<file path="config.mk">
export PLATFORM = sky130hd
export DESIGN_NAME = ssp_rx_deser
export DESIGN_NICKNAME = d
export VERILOG_FILES = /design/src/rtl/ssp_rx_deser.sv
export SDC_FILE = /design/constraint.sdc
export NUM_CORES = 1
export LEC_CHECK = 0
export CAP_MARGIN = 25
export CORE_ASPECT_RATIO = 1.5
export CORE_MARGIN = 10
export CORE_UTILIZATION = 29
export DETAILED_ROUTE_END_ITERATION = 10
export GPL_ROUTABILITY_DRIVEN = 0
export PLACE_DENSITY = 0.47
export SLEW_MARGIN = 20
export SYNTH_ARGS = -nofsm -noshare
export SYNTH_HDL_FRONTEND = slang
export SYNTH_SLANG_ARGS = --single-unit
export TNS_END_PERCENT = 1
</file>
<file path="constraint.sdc">
create_clock -name PCLK -period 2.2 [get_ports PCLK]
set_input_delay 0.33 -clock PCLK [delete_from_list [all_inputs] [get_ports PCLK]]
set_output_delay 0.33 -clock PCLK [all_outputs]
set_load 0.02 [all_outputs]
</file>
<file path="src/rtl/ssp_rx_deser.sv">
// SSP receive deserializer.
// Oversamples an asynchronous serial clock/frame/data interface in the PCLK
// domain, assembles DATA_W-bit words framed by SSPFSSIN, and parks completed
// words in a small circular holding buffer that drains into a downstream FIFO.
module ssp_rx_deser #(
  parameter int DATA_W     = 8,
  parameter bit LSB_FIRST  = 1'b0,
  parameter int HOLD_DEPTH = 2
) (
  input  logic              PCLK,
  input  logic              CLEAR_B,
  input  logic              enable,
  input  logic              SSPCLKIN,
  input  logic              SSPFSSIN,
  input  logic              SSPRXD,
  input  logic              rx_fifo_full,
  input  logic              clr_overrun,
  output logic [DATA_W-1:0] RxData,
  output logic              write_fifo,
  output logic              overrun,
  output logic              busy
);

  localparam int CNT_W = $clog2(DATA_W);
  localparam int PTR_W = $clog2(HOLD_DEPTH);
  localparam int OCC_W = $clog2(HOLD_DEPTH + 1);

  typedef enum logic {IDLE, SHIFT} state_t;

  // ---------------------------------------------------------------------------
  // Input synchronizers and serial-clock edge detect
  // ---------------------------------------------------------------------------
  logic [1:0] sclk_sync;
  logic [1:0] fss_sync;
  logic [1:0] rxd_sync;
  logic       sclk_d;
  logic       strobe;
  logic       fss;
  logic       rxd;

  // Two-flop synchronizers plus a third flop on the clock for rise detection
  always_ff @(posedge PCLK or negedge CLEAR_B) begin
    if (!CLEAR_B) begin
      sclk_sync <= '0;
      fss_sync  <= '0;
      rxd_sync  <= '0;
      sclk_d    <= 1'b0;
    end else begin
      sclk_sync <= {sclk_sync[0], SSPCLKIN};
      fss_sync  <= {fss_sync[0], SSPFSSIN};
      rxd_sync  <= {rxd_sync[0], SSPRXD};
      sclk_d    <= sclk_sync[1];
    end
  end

  // FSS and RXD travel through identical delay, so they line up with the strobe
  assign strobe = sclk_sync[1] & ~sclk_d;
  assign fss    = fss_sync[1];
  assign rxd    = rxd_sync[1];

  // ---------------------------------------------------------------------------
  // Frame FSM and shift register
  // ---------------------------------------------------------------------------
  state_t             state;
  logic [CNT_W-1:0]   bit_cnt;
  logic [DATA_W-1:0]  shreg;
  logic [DATA_W-1:0]  shift_next;
  logic               last_bit;
  logic               complete;

  // Next shift-register value including the bit on the current strobe, so the
  // completed word can be written straight into the buffer on that cycle
  generate
    if (LSB_FIRST) begin : g_lsb
      assign shift_next = {rxd, shreg[DATA_W-1:1]};
    end else begin : g_msb
      assign shift_next = {shreg[DATA_W-2:0], rxd};
    end
  endgenerate

  assign last_bit = (bit_cnt == CNT_W'(DATA_W - 1));
  // Dropping enable wins over a completing strobe: the word is abandoned
  assign complete = (state == SHIFT) && enable && strobe && last_bit;

  // Framing: wait for FSS on a strobe, then collect DATA_W bits per word
  always_ff @(posedge PCLK or negedge CLEAR_B) begin
    if (!CLEAR_B) begin
      state   <= IDLE;
      bit_cnt <= '0;
      shreg   <= '0;
    end else begin
      case (state)
        IDLE: begin
          if (strobe && fss && enable) begin
            state   <= SHIFT;
            bit_cnt <= '0;
          end
        end
        SHIFT: begin
          if (!enable) begin
            state   <= IDLE;
            bit_cnt <= '0;
          end else if (strobe) begin
            shreg <= shift_next;
            if (last_bit) begin
              bit_cnt <= '0;
              // FSS on the final bit chains straight into the next word
              if (!fss) state <= IDLE;
            end else begin
              bit_cnt <= bit_cnt + 1'b1;
            end
          end
        end
        default: begin
          state   <= IDLE;
          bit_cnt <= '0;
        end
      endcase
    end
  end

  assign busy = (state == SHIFT);

  // ---------------------------------------------------------------------------
  // Holding buffer
  // ---------------------------------------------------------------------------
  logic [DATA_W-1:0] mem [HOLD_DEPTH];
  logic [PTR_W-1:0]  wr_ptr;
  logic [PTR_W-1:0]  rd_ptr;
  logic [OCC_W-1:0]  occ;
  logic [DATA_W-1:0] last_q;
  logic              buf_full;
  logic              pop;
  logic              push;
  logic              drop;

  assign buf_full = (occ == OCC_W'(HOLD_DEPTH));
  assign pop      = (occ != '0) && !rx_fifo_full;
  // A pop in the same cycle frees the slot, so a full buffer still accepts
  assign push     = complete && (!buf_full || pop);
  assign drop     = complete && buf_full && !pop;

  assign write_fifo = pop;
  assign RxData     = (occ != '0) ? mem[rd_ptr] : last_q;

  // Word storage; contents only matter where occupancy says they are valid
  always_ff @(posedge PCLK) begin
    if (push) mem[wr_ptr] <= shift_next;
  end

  // Pointers wrap naturally because the depth is a power of two
  always_ff @(posedge PCLK or negedge CLEAR_B) begin
    if (!CLEAR_B) begin
      wr_ptr <= '0;
      rd_ptr <= '0;
      occ    <= '0;
    end else begin
      if (push) wr_ptr <= wr_ptr + 1'b1;
      if (pop)  rd_ptr <= rd_ptr + 1'b1;
      case ({push, pop})
        2'b10:   occ <= occ + 1'b1;
        2'b01:   occ <= occ - 1'b1;
        default: occ <= occ;
      endcase
    end
  end

  // Remember the last head word so RxData holds steady once the buffer drains
  always_ff @(posedge PCLK or negedge CLEAR_B) begin
    if (!CLEAR_B) last_q <= '0;
    else if (pop) last_q <= mem[rd_ptr];
  end

  // Sticky overrun; a new drop outranks a clear in the same cycle
  always_ff @(posedge PCLK or negedge CLEAR_B) begin
    if (!CLEAR_B)         overrun <= 1'b0;
    else if (drop)        overrun <= 1'b1;
    else if (clr_overrun) overrun <= 1'b0;
  end

endmodule

</file>
==> metrics.cfg, run 1 <==
[global_route]
grt_util_met1_pct = 6.80
antenna_found_initial = 0
gr-usage-met2_pct = 11.4
use_met3_pct = 3.09
grt_pass1_wl_um = 5690
grtUsageTotal_pct = 6.76
grt_pass1_vias = 1239
busiest_layer = met2
grt_max_degree = 32
grt_overflow = 0

[clocking]
cts_buffers = 5
clk_pin_slew_ns = 0.08
hold_buffers = 0
cts-resized-gates = 11
cts_setup_buffers = 0
cts-root-buf = clkbuf_8
worstSkewPairLatency_ns = 0.30
htree_levels = 2
clockBufferDepth = 2
cts_tree = built
cts.sink_count = 47

[min_path]
min_path_type = reg -> reg
holdPathStages = 0

[logic_synthesis]
yosys-top-cells-area = dfrtp_1, edfxtp_1, nand2_1
ys.flop_type = dfrtp_1
synth_warnings = 0
syn_area_mm2 = 0.00188
synth_top_area_share_pct = 41.2
async_flop_share_pct = 66.0
synth_cell_type_count = 27
syn_nets = 159
syn_inst = 148
synth_edf_count = 16
ys_seq_area_share_pct = 66.8
syn_area_per_cell_um2 = 12.7
ys_seq_elements = 47
yosys.area.top_type = dfrtp_1

[placement]
portBuffers = 18
placed_cell_area_mm2 = 0.00216
dp_cells = 242
dp_hpwl_um = 2360
dp_slack_ns = 0.109

[routing]
drc = 0
vias_per_cell = 4.45
drt-pass1-iter-count = 4
drt.antenna.violating_nets = 0
num_vias = 1112
drtIter0Drc = 77
wl_um = 3120
wl_per_cell_um = 12.5

[sta]
tightest_slew_ns = 0.410
fin_tns_setup_ns = 0
max_freq_ghz = 0.509
slew_viol_final = 0
period_needed_ns = 1.96
rsz0062_at_grt = no
hold_slack_ns = 0.352
finalHoldViolCount = 0
finClkSkew_ns = 0.00648
finalSetupViolations = 0
relSlewSlack_pct = 72.7
layout_setup_ws_ns = 0.235
fin_crit_sh_pct = 89.3

[worst_setup_path]
reg2reg_depth = 5
critPathLaunchType = primary input
r2r_slack_ns = 0.60
arrival_ns = 1.63
crit_fanout = 2
worstSetupPathType = in -> out
endpoint_kind = output pin
crit_required_ns = 1.87

[floorplanning]
die_w_um = 85.8
die_area_mm2 = 0.0102
core_mm2 = 0.00622
fp-row-count = 35
die_h_um = 119
initial_core_util_pct = 30.3
ios = 19

[power]
power.leakage_uw = 0.00101
ir_worst_vdd_uv = 472
p_per_area_mw_per_mm2 = 784

[final_layout]
diodes = 0
fill_cells = 621
drive_above_1_share_pct = 12.5
final_cell_mix = nand2_1, dfrtp_1, edfxtp_1, nor2_1, clkdlybuf4s50_1
fin_area_mm2 = 0.00229
layout.cells.non_filler = 250
fin_nets = 186
syn2layout_area_growth_pct = 21.7

[run]
cap_viol_max_count = 0

[run_status]
status = finished clean

## metal layers
metal	share of wire [%]	wire length [um]
met5	0	0
met4	2.1	66
met3	6.4	200
met2	53	1660
met1	38	1200
## cells in the mapped netlist, types with 2 or more instances
master,number
o21ai_0,9
nor2_1,12
dfrtp_1,31
edfxtp_1,16
buf_6,3
a22o_1,2
nand2_1,30
a21oi_1,9
xnor2_1,3
nand3b_1,2
inv_1,5
ha_1,3
mux2i_1,9
## kinds of logic (layout without fill, tap and decap cells)
group | count (synthesis) | count (layout) | share of synthesized area, %
AOI/OAI and AO/OA | 24 | 24 | 7.58
xor gates and xnor gates | 5 | 5 | 2.73
adders and majority gates | 3 | 3 | 1.99
buffers and inverters | 10 | 38 | 3.46
DFF | 47 | 47 | 66.8
muxes | 10 | 10 | 5.39
and+or+nand+nor | 49 | 49 | 12.1
## through the flow
| step | power, uW | util (%) |
|---|---|---|
| 2_1_floorplan | 1020 | - |
| 5_1_grt | 1890 | 36.8 |
| 6_report | 1800 | 36.8 |
| 3_3_place_gp | 1080 | 34.7 |
| 4_1_cts | 1830 | 36.8 |
| 3_5_place_dp | 1080 | 34.7 |
## power by group
group | switching, uW | internal [uW]
clock | 289 | 453
combinational | 58.2 | 49.6
sequential | 19.8 | 926
total | 367 | 1430
## final timing paths
| kind | from | end |
|---|---|---|
| hold / removal | rxd_sync[0]$_DFF_PN0_ | rxd_sync[1]$_DFF_PN0_ |
| setup / recovery | rx_fifo_full | write_fifo |
| setup reg to reg | busy$_DFF_PN0_ | occ[1]$_DFFE_PN0P_ |
| hold reg to reg | rxd_sync[0]$_DFF_PN0_ | rxd_sync[1]$_DFF_PN0_ |
| max in group asynchronous | CLEAR_B | rd_ptr$_DFFE_PN0P_ |
| min in group asynchronous | CLEAR_B | occ[1]$_DFFE_PN0P_ |
## registers in the layout, indices dropped and copies added (netlist names), 2 cells and up
register	flops
last_q	8
occ	2
mem	16
shreg	7
fss_sync	2
sclk_sync	2
bit_cnt	3
rxd_sync	2
## layout make-up
cell class,count,area (um^2),share of cell area [%]
clock buffer,5,68.8,3.00
multi-input combinational,91,563,24.6
clock inverter,3,67.6,2.95
inverter,5,18.8,0.819
tap,74,92.6,4.04
sequential,47,1260,54.9
timing repair buffer,25,223,9.72
## critical path: stages
cell and delay [ns]:
clkdlybuf4s50_1 0.42, o21bai_2 0.20, inv_1 0.08, clkdlybuf4s50_1 0.61
No activity file was read; power rests on OpenSTA's default activity.
==> inputs of run 2 (changes only) <==
--- a/config.mk
+++ b/config.mk
@@ -9,6 +9,7 @@
 export CORE_ASPECT_RATIO = 1.5
 export CORE_MARGIN = 10
 export CORE_UTILIZATION = 29
+export CTS_BUF_LIST = sky130_fd_sc_hd__clkbuf_4
 export DETAILED_ROUTE_END_ITERATION = 10
 export GPL_ROUTABILITY_DRIVEN = 0
 export PLACE_DENSITY = 0.47
==> run 2 against run 1 <==
  * Die area did not move
  * Combinational power barely moved
  * Cell area fell by 1.4%
  * Clock-buffer cell count did not move
  * Sequential share of layout area rose by 0.76 points
  * Core utilization fell by 0.50 points
  * Global-route usage did not move
  * Flip-flop and latch count did not move
  * Routed wire length rose by 0.48%
  * Worst hold slack got worse by 0.0071 ns
  * Critical path depth fell by 1
==> metrics.cfg, run 2 (synthesized netlist as in run 1, its figures left out) <==
[floorplanning]
core_mm2 = 0.00622  ; unchanged
initial_core_util_pct = 30.3  ; unchanged
fp-row-count = 35  ; unchanged
die_h_um = 119  ; unchanged
die_w_um = 85.8  ; unchanged
ios = 19  ; unchanged
die_area_mm2 = 0.0102  ; unchanged

[final_layout]
fin_nets = 186  ; unchanged
fin_util_pct = 36.3  ; -0.50 points
final_cell_mix = nand2_1, dfrtp_1, edfxtp_1, nor2_1, clkdlybuf4s50_1
largest_reg_flops = 16  ; unchanged
syn2layout_area_growth_pct = 20.1
biggestRegsByFlops = mem: 16 flops, last_q: 8 flops, shreg: 7 flops
regMostFlops = mem
diodes = 0  ; unchanged
drive_above_1_share_pct = 12.5  ; unchanged

[global_route]
grt_pass1_vias = 1241  ; +0.16%
grt_max_degree = 32  ; unchanged
grt_pass1_wl_um = 5690  ; unchanged
grt_overflow = 0  ; unchanged
antenna_found_initial = 0  ; unchanged
grtUsageTotal_pct = 6.76  ; unchanged

[worst_setup_path]
r2r_slack_ns = 0.59  ; about the same
cp.depth = 3  ; -1
crit_required_ns = 1.87  ; about the same
cp_top_family = flip-flops
slowest_delay_ns = 0.47  ; -0.14 ns
path_buf_inv = 1  ; -2
worstSetupPathType = reg -> out
crit_chain = or2_4 -> a21oi_1 -> dlygate4sd2_1
critPathLaunchType = flop
arrival_ns = 1.70  ; +0.07 ns
endpoint_kind = output pin
crit_fanout = 16  ; +14
crit_slowest_cell = dfrtp_1
reg2reg_depth = 5  ; unchanged

[power]
pwr-share-comb_pct = 6.4  ; +0.4 points
seq_power_share_pct = 56.1  ; +3.4 points
ir_worst_vdd_uv = 449  ; -4.9%
power.leakage_uw = 0.000997  ; -1.3%
p_sw_uw = 358  ; -2.3%
p_per_area_mw_per_mm2 = 747  ; -4.7%
clkPwrFrac_pct = 37.6  ; -3.7 points
swShare_pct = 21.2  ; +0.80 points
intPower_uw = 1330  ; -6.9%

[routing]
wl_met2_um = 1660  ; +0.24%
wl_um = 3140  ; +0.48%
dr_wl_met3_um = 202  ; +1.0%
drt.antenna.violating_nets = 0  ; unchanged
drt-pass1-iter-count = 4  ; unchanged
vias_per_cell = 4.42  ; -0.72%
drtIter0Drc = 38  ; -51%
drc = 0  ; unchanged
num_vias = 1104  ; -0.72%
wl_per_cell_um = 12.6  ; +0.48%
wl_met1_um = 1210  ; +0.75%
top_layer = met4

[min_path]
min_path_type = in -> async

[clocking]
clk_pin_slew_ns = 0.14  ; +0.06 ns
htree_levels = 2  ; unchanged
worstSkewPairLatency_ns = 0.36  ; +0.06 ns
cts_setup_buffers = 0  ; unchanged
cts_tree = built
clockBufferDepth = 2  ; unchanged
cts_buffers = 5  ; unchanged
cts.sink_count = 47  ; unchanged
cts-root-buf = clkbuf_4
hold_buffers = 0  ; unchanged

[sta]
rsz0062_at_grt = no
hold_slack_ns = 0.345  ; -0.00713 ns
slew_viol_final = 0  ; unchanged
finalHoldViolCount = 0  ; unchanged
fin_tns_setup_ns = 0  ; unchanged
period_needed_ns = 2.03  ; +0.0642 ns
finClkSkew_ns = 0.00765  ; +0.00117 ns
fin_crit_sh_pct = 92.2  ; +2.9 points
max_freq_ghz = 0.493  ; -3.2%
tightest_slew_ns = 0.409  ; -0.00121 ns
relSlewSlack_pct = 72.8  ; +0.081 points
finalSetupViolations = 0  ; unchanged

[placement]
dp_hpwl_um = 2360  ; unchanged
portBuffers = 18  ; unchanged

[run]
cap_viol_max_count = 0  ; unchanged

[run_status]
status = finished clean

==> run 2: changes by cell type in the layout (fill, tap and decap cells not counted) <==
cell and change:
clkbuf_4 +5, clkbuf_8 -5
==> run 2: path summary, 6_finish.rpt <==
path	end	startpoint
hold reg to reg	rxd_sync[1]$_DFF_PN0_	rxd_sync[0]$_DFF_PN0_
hold / removal	last_q[1]$_DFFE_PN0P_	CLEAR_B
min in group PCLK	rxd_sync[1]$_DFF_PN0_	rxd_sync[0]$_DFF_PN0_
max in group asynchronous	rd_ptr$_DFFE_PN0P_	CLEAR_B
setup / recovery	RxData[3]	occ[0]$_DFFE_PN0P_
setup reg to reg	occ[1]$_DFFE_PN0P_	busy$_DFF_PN0_
==> run 2: power groups by stage <==
stage / Clock, uW / Combinational, uW / Sequential (uW)
floorplan: 0 / 62.8 / 957
global placement: 0 / 114 / 963
detailed placement: 0 / 117 / 965
CTS: 659 / 111 / 947
global route: 702 / 121 / 951
finish: 634 / 108 / 946
==> run 2: layout make-up <==
type | count | area, um^2
repair buffers | 25 | 223
multi-input cells | 91 | 563
clock buffers | 5 | 37.5
flip-flops and latches | 47 | 1260
fillers | 626 | 3960
clock inverters | 3 | 67.6
inverters | 5 | 18.8
well taps | 74 | 92.6
==> run 2: through the flow <==
stage	setup WS, ns	instance area [um^2]	total power (uW)	std cells
2_1_floorplan	0.481	1880	1020	148
3_3_place_gp	0.182	2160	1080	242
3_5_place_dp	0.109	2160	1080	242
4_1_cts	0.143	2260	1720	250
5_1_grt	0.0505	2260	1770	250
6_report	0.171	2260	1690	250
==> run 2: repair_timing <==
item | CTS | global route
hold endpoints to repair | 0 | 0
setup endpoints to repair | 8 | 0
gates resized for setup | 11 | 0
==> run 2: worst reg2reg max path, delay by kind of cell (launching register included) <==
family        cells  cell delay (ns)
flops             1             0.48
fa+ha+maj         1             0.32
xor+xnor          1             0.15
simple gates      3             0.60
==> run 2: layer usage <==
layer  vias to the layer above  track usage, %
li1                        556               -
met1                       519            6.67
met2                        24            11.6
met3                         5            2.89
met4                         0            3.62
met5                         -               0
==> patch 1: new RTL, settings of run 2 <==
Change the parameter `HOLD_DEPTH` from 2 to 1.
--- a/src/rtl/ssp_rx_deser.sv
+++ b/src/rtl/ssp_rx_deser.sv
@@ -7,3 +7,3 @@
   parameter bit LSB_FIRST  = 1'b0,
-  parameter int HOLD_DEPTH = 2
+  parameter int HOLD_DEPTH = 1
 ) (
Formal check against the unedited RTL: no difference found for any inputs over 10 cycles, from zero or initial values; that may be too few to reach the edited logic, so the function may still have changed.
==> patch 1 against run 2 <==
- worst hold slack improved by 0.011 ns
- total power decreased by 23%
- design area decreased by 21%
- largest power group unchanged
- routed wire length decreased by 27%
- setup slack got worse by 0.056 ns
- synthesized area decreased by 24%
- sequential cell count decreased by 11
- core utilization increased by 0.58 points
- critical path type unchanged
==> patch 1: results (changes against run 2) <==
clk_skew=0.0124 ns (was 0.00765 ns); CTS resizes=1 (was 11); Distinct cells, synth=21 (was 27); number of DRC markers in iteration 0=34 (was 38); final net count=122 (was 186); Post-Route WL=2.29 mm (was 3.14 mm); syn_nets=97 (was 159); largest net degree at the start of global routing=29 (was 32); first-pass GRT wire length=3.93 mm (was 5.69 mm); placed cell areas=1690 µm² (was 2160 µm²); clk_lat worst skew=0.34 ns (was 0.36 ns); dpl hpwl=1.62 mm (was 2.36 mm); Synth async-reset ratio=0.778 (was 0.660); Syn Inst Count=87 (was 148); peak supply drop=0.406 mV (was 0.449 mV); Leak=0.821 nW (was 0.997 nW); All-Layer GR Usage=0.0608 (was 0.0676); sequential area share after synthesis=0.656 (was 0.668); crit path max-delay cell type=clkdlybuf4s50_1 (was dfrtp_1); worst slack, placed=0.272 ns (was 0.109 ns); number of global-route vias before repair=876 (was 1241); Synth area leaders=dfrtp_1, edfxtp_1, mux2_4 (was dfrtp_1, edfxtp_1, nand2_1); Vias/cell=4.30 (was 4.42); relative slew slack=0.757 (was 0.728); switching share of power=0.215 (was 0.212); WP data arrival=1.76 ns (was 1.70 ns); top post-synthesis cells by count=dfrtp_1, edfxtp_1, mux2_1, mux2_2, mux2_4 (was dfrtp_1, nand2_1, edfxtp_1); run status=finished, final reports clean (unchanged); share of layout cells above drive strength 1=0.257 (was 0.125); fmax=480 MHz (was 493 MHz); Reg2Reg Depth=4 (was 5); Critical Path Fanout Max=11 (was 16); number of synthesized flops with an enable pin=8 (was 16); Top Registers=last_q: 8 flops, mem: 8 flops, shreg: 7 flops (was mem: 16 flops, last_q: 8 flops, shreg: 7 flops); placed cell count=171 (was 242); reg-to-reg slack, setup=0.61 ns (was 0.59 ns); CP max stage delay=0.54 ns (was 0.47 ns); hold slack=0.357 ns (was 0.345 ns); RR Startpoint=sclk_d (was busy); Reg clk slew, reported paths=0.11 ns (was 0.14 ns); Worst path top cell family by delay=buffers and inverters (was flip-flops)
## patch 1: cell count changes after synthesis, sizes merged, moves of 4 or more
cell and delta:
edfxtp -8, a21oi -7, mux2i -9, o21ai -8, mux2 +22, nand2 -26, a22o +4, xnor2 -4
nor2 -11
## patch 1: kinds of logic after synthesis
logic type	after synthesis	synth area share
and+or+nand+nor	9	0.0428
adders and majority gates	2	0.0174
DFF	36	0.656
AOI/OAI and AO/OA	11	0.0567
buffers and inverters	6	0.0279
muxes	23	0.199
## patch 1: per-layer routing
| metal | vias up | share of wire | global-route usage |
|---|---|---|---|
| met3 | 5 | 0.070 | 0.0320 |
| met5 | - | 0 | 0 |
| met1 | 387 | 0.41 | 0.0587 |
| li1 | 358 | - | - |
| met4 | 0 | 0.026 | 0.0393 |
| met2 | 20 | 0.50 | 0.0995 |
## patch 1: worst max-delay path by stage
stage	cells past startpoint	startpoint	to
finish	2	buf_full	RxData[3]
global route	2	buf_full	RxData[2]
CTS	2	buf_full	RxData[2]
detailed placement	3	rx_fifo_full	write_fifo
global placement	3	rx_fifo_full	write_fifo
floorplan	4	busy	mem[0][0]
## patch 1: layout make-up
type,instances,area (µm²)
Clock inverter,2,35.0
Sequential cell,36,942
Inverter,2,7.51
Fill cell,483,3030
Multi-Input combinational cell,45,453
Tap cell,66,82.6
Timing Repair Buffer,22,210
Clock buffer,6,45.0
## patch 1: power groups by stage
stage / combinational, W / clock [W] / sequential, W
floorplan: 0.0000628 / 0 / 0.000747
global placement: 0.0000949 / 0 / 0.000752
detailed placement: 0.0000994 / 0 / 0.000751
CTS: 0.0000993 / 0.000490 / 0.000739
global route: 0.000107 / 0.000524 / 0.000744
finish: 0.0000963 / 0.000467 / 0.000739
==> patch 2: new RTL, settings of run 2 <==
Made on the original files. Register the output `overrun` once more; this adds one clock of latency there. The other outputs are not delayed to match. Comments in the files are not updated.
--- a/src/rtl/ssp_rx_deser.sv
+++ b/src/rtl/ssp_rx_deser.sv
@@ -28,2 +28,4 @@
   typedef enum logic {IDLE, SHIFT} state_t;
+
+  logic overrun_s0;
 
@@ -175,5 +177,13 @@
   always_ff @(posedge PCLK or negedge CLEAR_B) begin
-    if (!CLEAR_B)         overrun <= 1'b0;
-    else if (drop)        overrun <= 1'b1;
-    else if (clr_overrun) overrun <= 1'b0;
+    if (!CLEAR_B)         overrun_s0 <= 1'b0;
+    else if (drop)        overrun_s0 <= 1'b1;
+    else if (clr_overrun) overrun_s0 <= 1'b0;
+  end
+
+  always_ff @(posedge PCLK or negedge CLEAR_B) begin
+    if (!CLEAR_B) begin
+      overrun <= '0;
+    end else begin
+      overrun <= overrun_s0;
+    end
   end
Function: same outputs for any inputs over 10 cycles, from zero or initial values; that may be too few to reach the edited logic, so the function may still have changed.
==> patch 2 against run 2 <==
- critical path depth stayed put
- sequential power grew 2%
- setup slack better by 0.029 ns
- design area rose by 1.9%
- total power increased by 7.5%
- register-to-register slack gained 0.02 ns
- clock skew increased by 0.0061 ns
- worst hold slack improved by 0.010 ns
- sequential cell count increased by 1
- final cell count rose by 0.80%
- routed wire length grew 3.1%
- synthesized area grew 1.3%
- critical endpoint is now RxData[2]
- largest cell class unchanged
- largest power group unchanged
==> patch 2: results (changes against run 2) <==
WP data arrival=1.67 ns (was 1.70 ns); number of global-route vias before repair=1238 (was 1241); clk_lat worst skew=0.36 ns (about the same); FF-to-FF End=occ[1] (unchanged); largest net degree at the start of global routing=33 (was 32); Top Registers=mem: 16 flops, last_q: 8 flops, shreg: 7 flops (unchanged); Post-CTS Setup Bufs=0 (unchanged); Slew @ Worst Pin=0.424 ns (was 0.409 ns); sequential area share after synthesis=0.672 (was 0.668); number of DRC markers in iteration 0=39 (was 38); Synth async-reset ratio=0.667 (was 0.660); CTS resizes=10 (was 11); I/O Buffers=18 (unchanged); Syn Area/Cell=12.8 µm² (was 12.7 µm²); reg-to-reg slack, setup=0.61 ns (was 0.59 ns); placed cell count=244 (was 242); Reg clk slew, reported paths=0.14 ns (about the same); Synthesis Warnings=0 (unchanged); peak supply drop=0.531 mV (was 0.449 mV); first-pass GRT wire length=5.76 mm (was 5.69 mm); vias post-DR=1113 (was 1104); clk_skew=0.0138 ns (was 0.00765 ns); Synth area leaders=dfrtp_1, edfxtp_1, nand2_1 (unchanged); final net count=186 (unchanged); RR Startpoint=bit_cnt[0] (was busy); H-tree levels=2 (unchanged); antenna violations before repair=0 (unchanged); final setup violation count=0 (unchanged); dpl hpwl=2.42 mm (was 2.36 mm); Post-Route WL=3.24 mm (was 3.14 mm); TritonRoute pass-1 iters=3 (was 4); syn_nets=160 (was 159); Distinct cells, synth=27 (unchanged); run status=finished, final reports clean (unchanged); Routed wire per std cell=12.8 µm (was 12.6 µm); Leak=1.02 nW (was 0.997 nW); top post-synthesis cells by count=dfrtp_1, nand2_1, edfxtp_1 (unchanged); share of layout cells above drive strength 1=0.119 (was 0.125); root buf cell=clkbuf_4 (unchanged); Reg2Reg Depth=7 (was 5); All-Layer GR Usage=0.0689 (was 0.0676)
==> patch 2: cell types whose count changed after synthesis <==
cell,delta
dfrtp_1,+1
==> patch 2: worst max-delay path: stages, from the launching register on <==
cell	delay [ns]
dfrtp_1	0.47
or2_4	0.35
a21oi_1	0.14
dlygate4sd2_1	0.35
==> patch 2: final cells by class <==
class / count / area (µm²)
Fill cell: 637 / 4140
Sequential cell: 48 / 1280
Multi-Input combinational cell: 91 / 563
Timing Repair Buffer: 24 / 215
Tap cell: 76 / 95.1
Clock inverter: 3 / 90.1
Clock buffer: 5 / 37.5
Inverter: 5 / 18.8
==> patch 2: metrics by stage <==
stage	worst slack [ns]	instance area (µm²)	util	total power (W)	hold slack [ns]
2_1_floorplan	0.481	1910	-	0.00104	0.0344
3_5_place_dp	0.139	2180	0.339	0.00110	0.335
4_1_cts	0.163	2300	0.357	0.00184	0.352
3_3_place_gp	0.179	2180	0.339	0.00110	0.337
6_report	0.200	2300	0.357	0.00181	0.355
5_1_grt	0.0548	2300	0.357	0.00190	0.348
==> patch 2: cell families (layout without fill, tap and decap cells) <==
logic type	Yosys count	count (layout)	synth area share
multiplexers	10	10	0.0532
flip-flops	48	48	0.672
AND/OR/NAND/NOR	49	49	0.119
XOR/XNOR	5	5	0.0269
AO/OA/AOI/OAI	24	24	0.0748
buffers and inverters	10	37	0.0341
adder cells (fa/ha/maj)	3	3	0.0197
==> patch 2: where the power goes <==
part | internal [W] | switching [W]
logic | 0.0000486 | 0.0000577
clock network | 0.000468 | 0.000275
registers | 0.000945 | 0.0000206
total | 0.00146 | 0.000353
==> patch 2: worst max-delay path by stage <==
stage / end / slack (ns)
finish: RxData[2] / 0.20
global route: RxData[2] / 0.05
CTS: RxData[2] / 0.16
detailed placement: RxData[4] / 0.14
global placement: RxData[3] / 0.18
floorplan: mem[1][0] / 0.48
==> patch 2: metal layers <==
layer	part of all wire	global-route usage
met1	0.39	0.0672
met2	0.54	0.124
met3	0.051	0.0280
met4	0.019	0.0274
met5	0	0
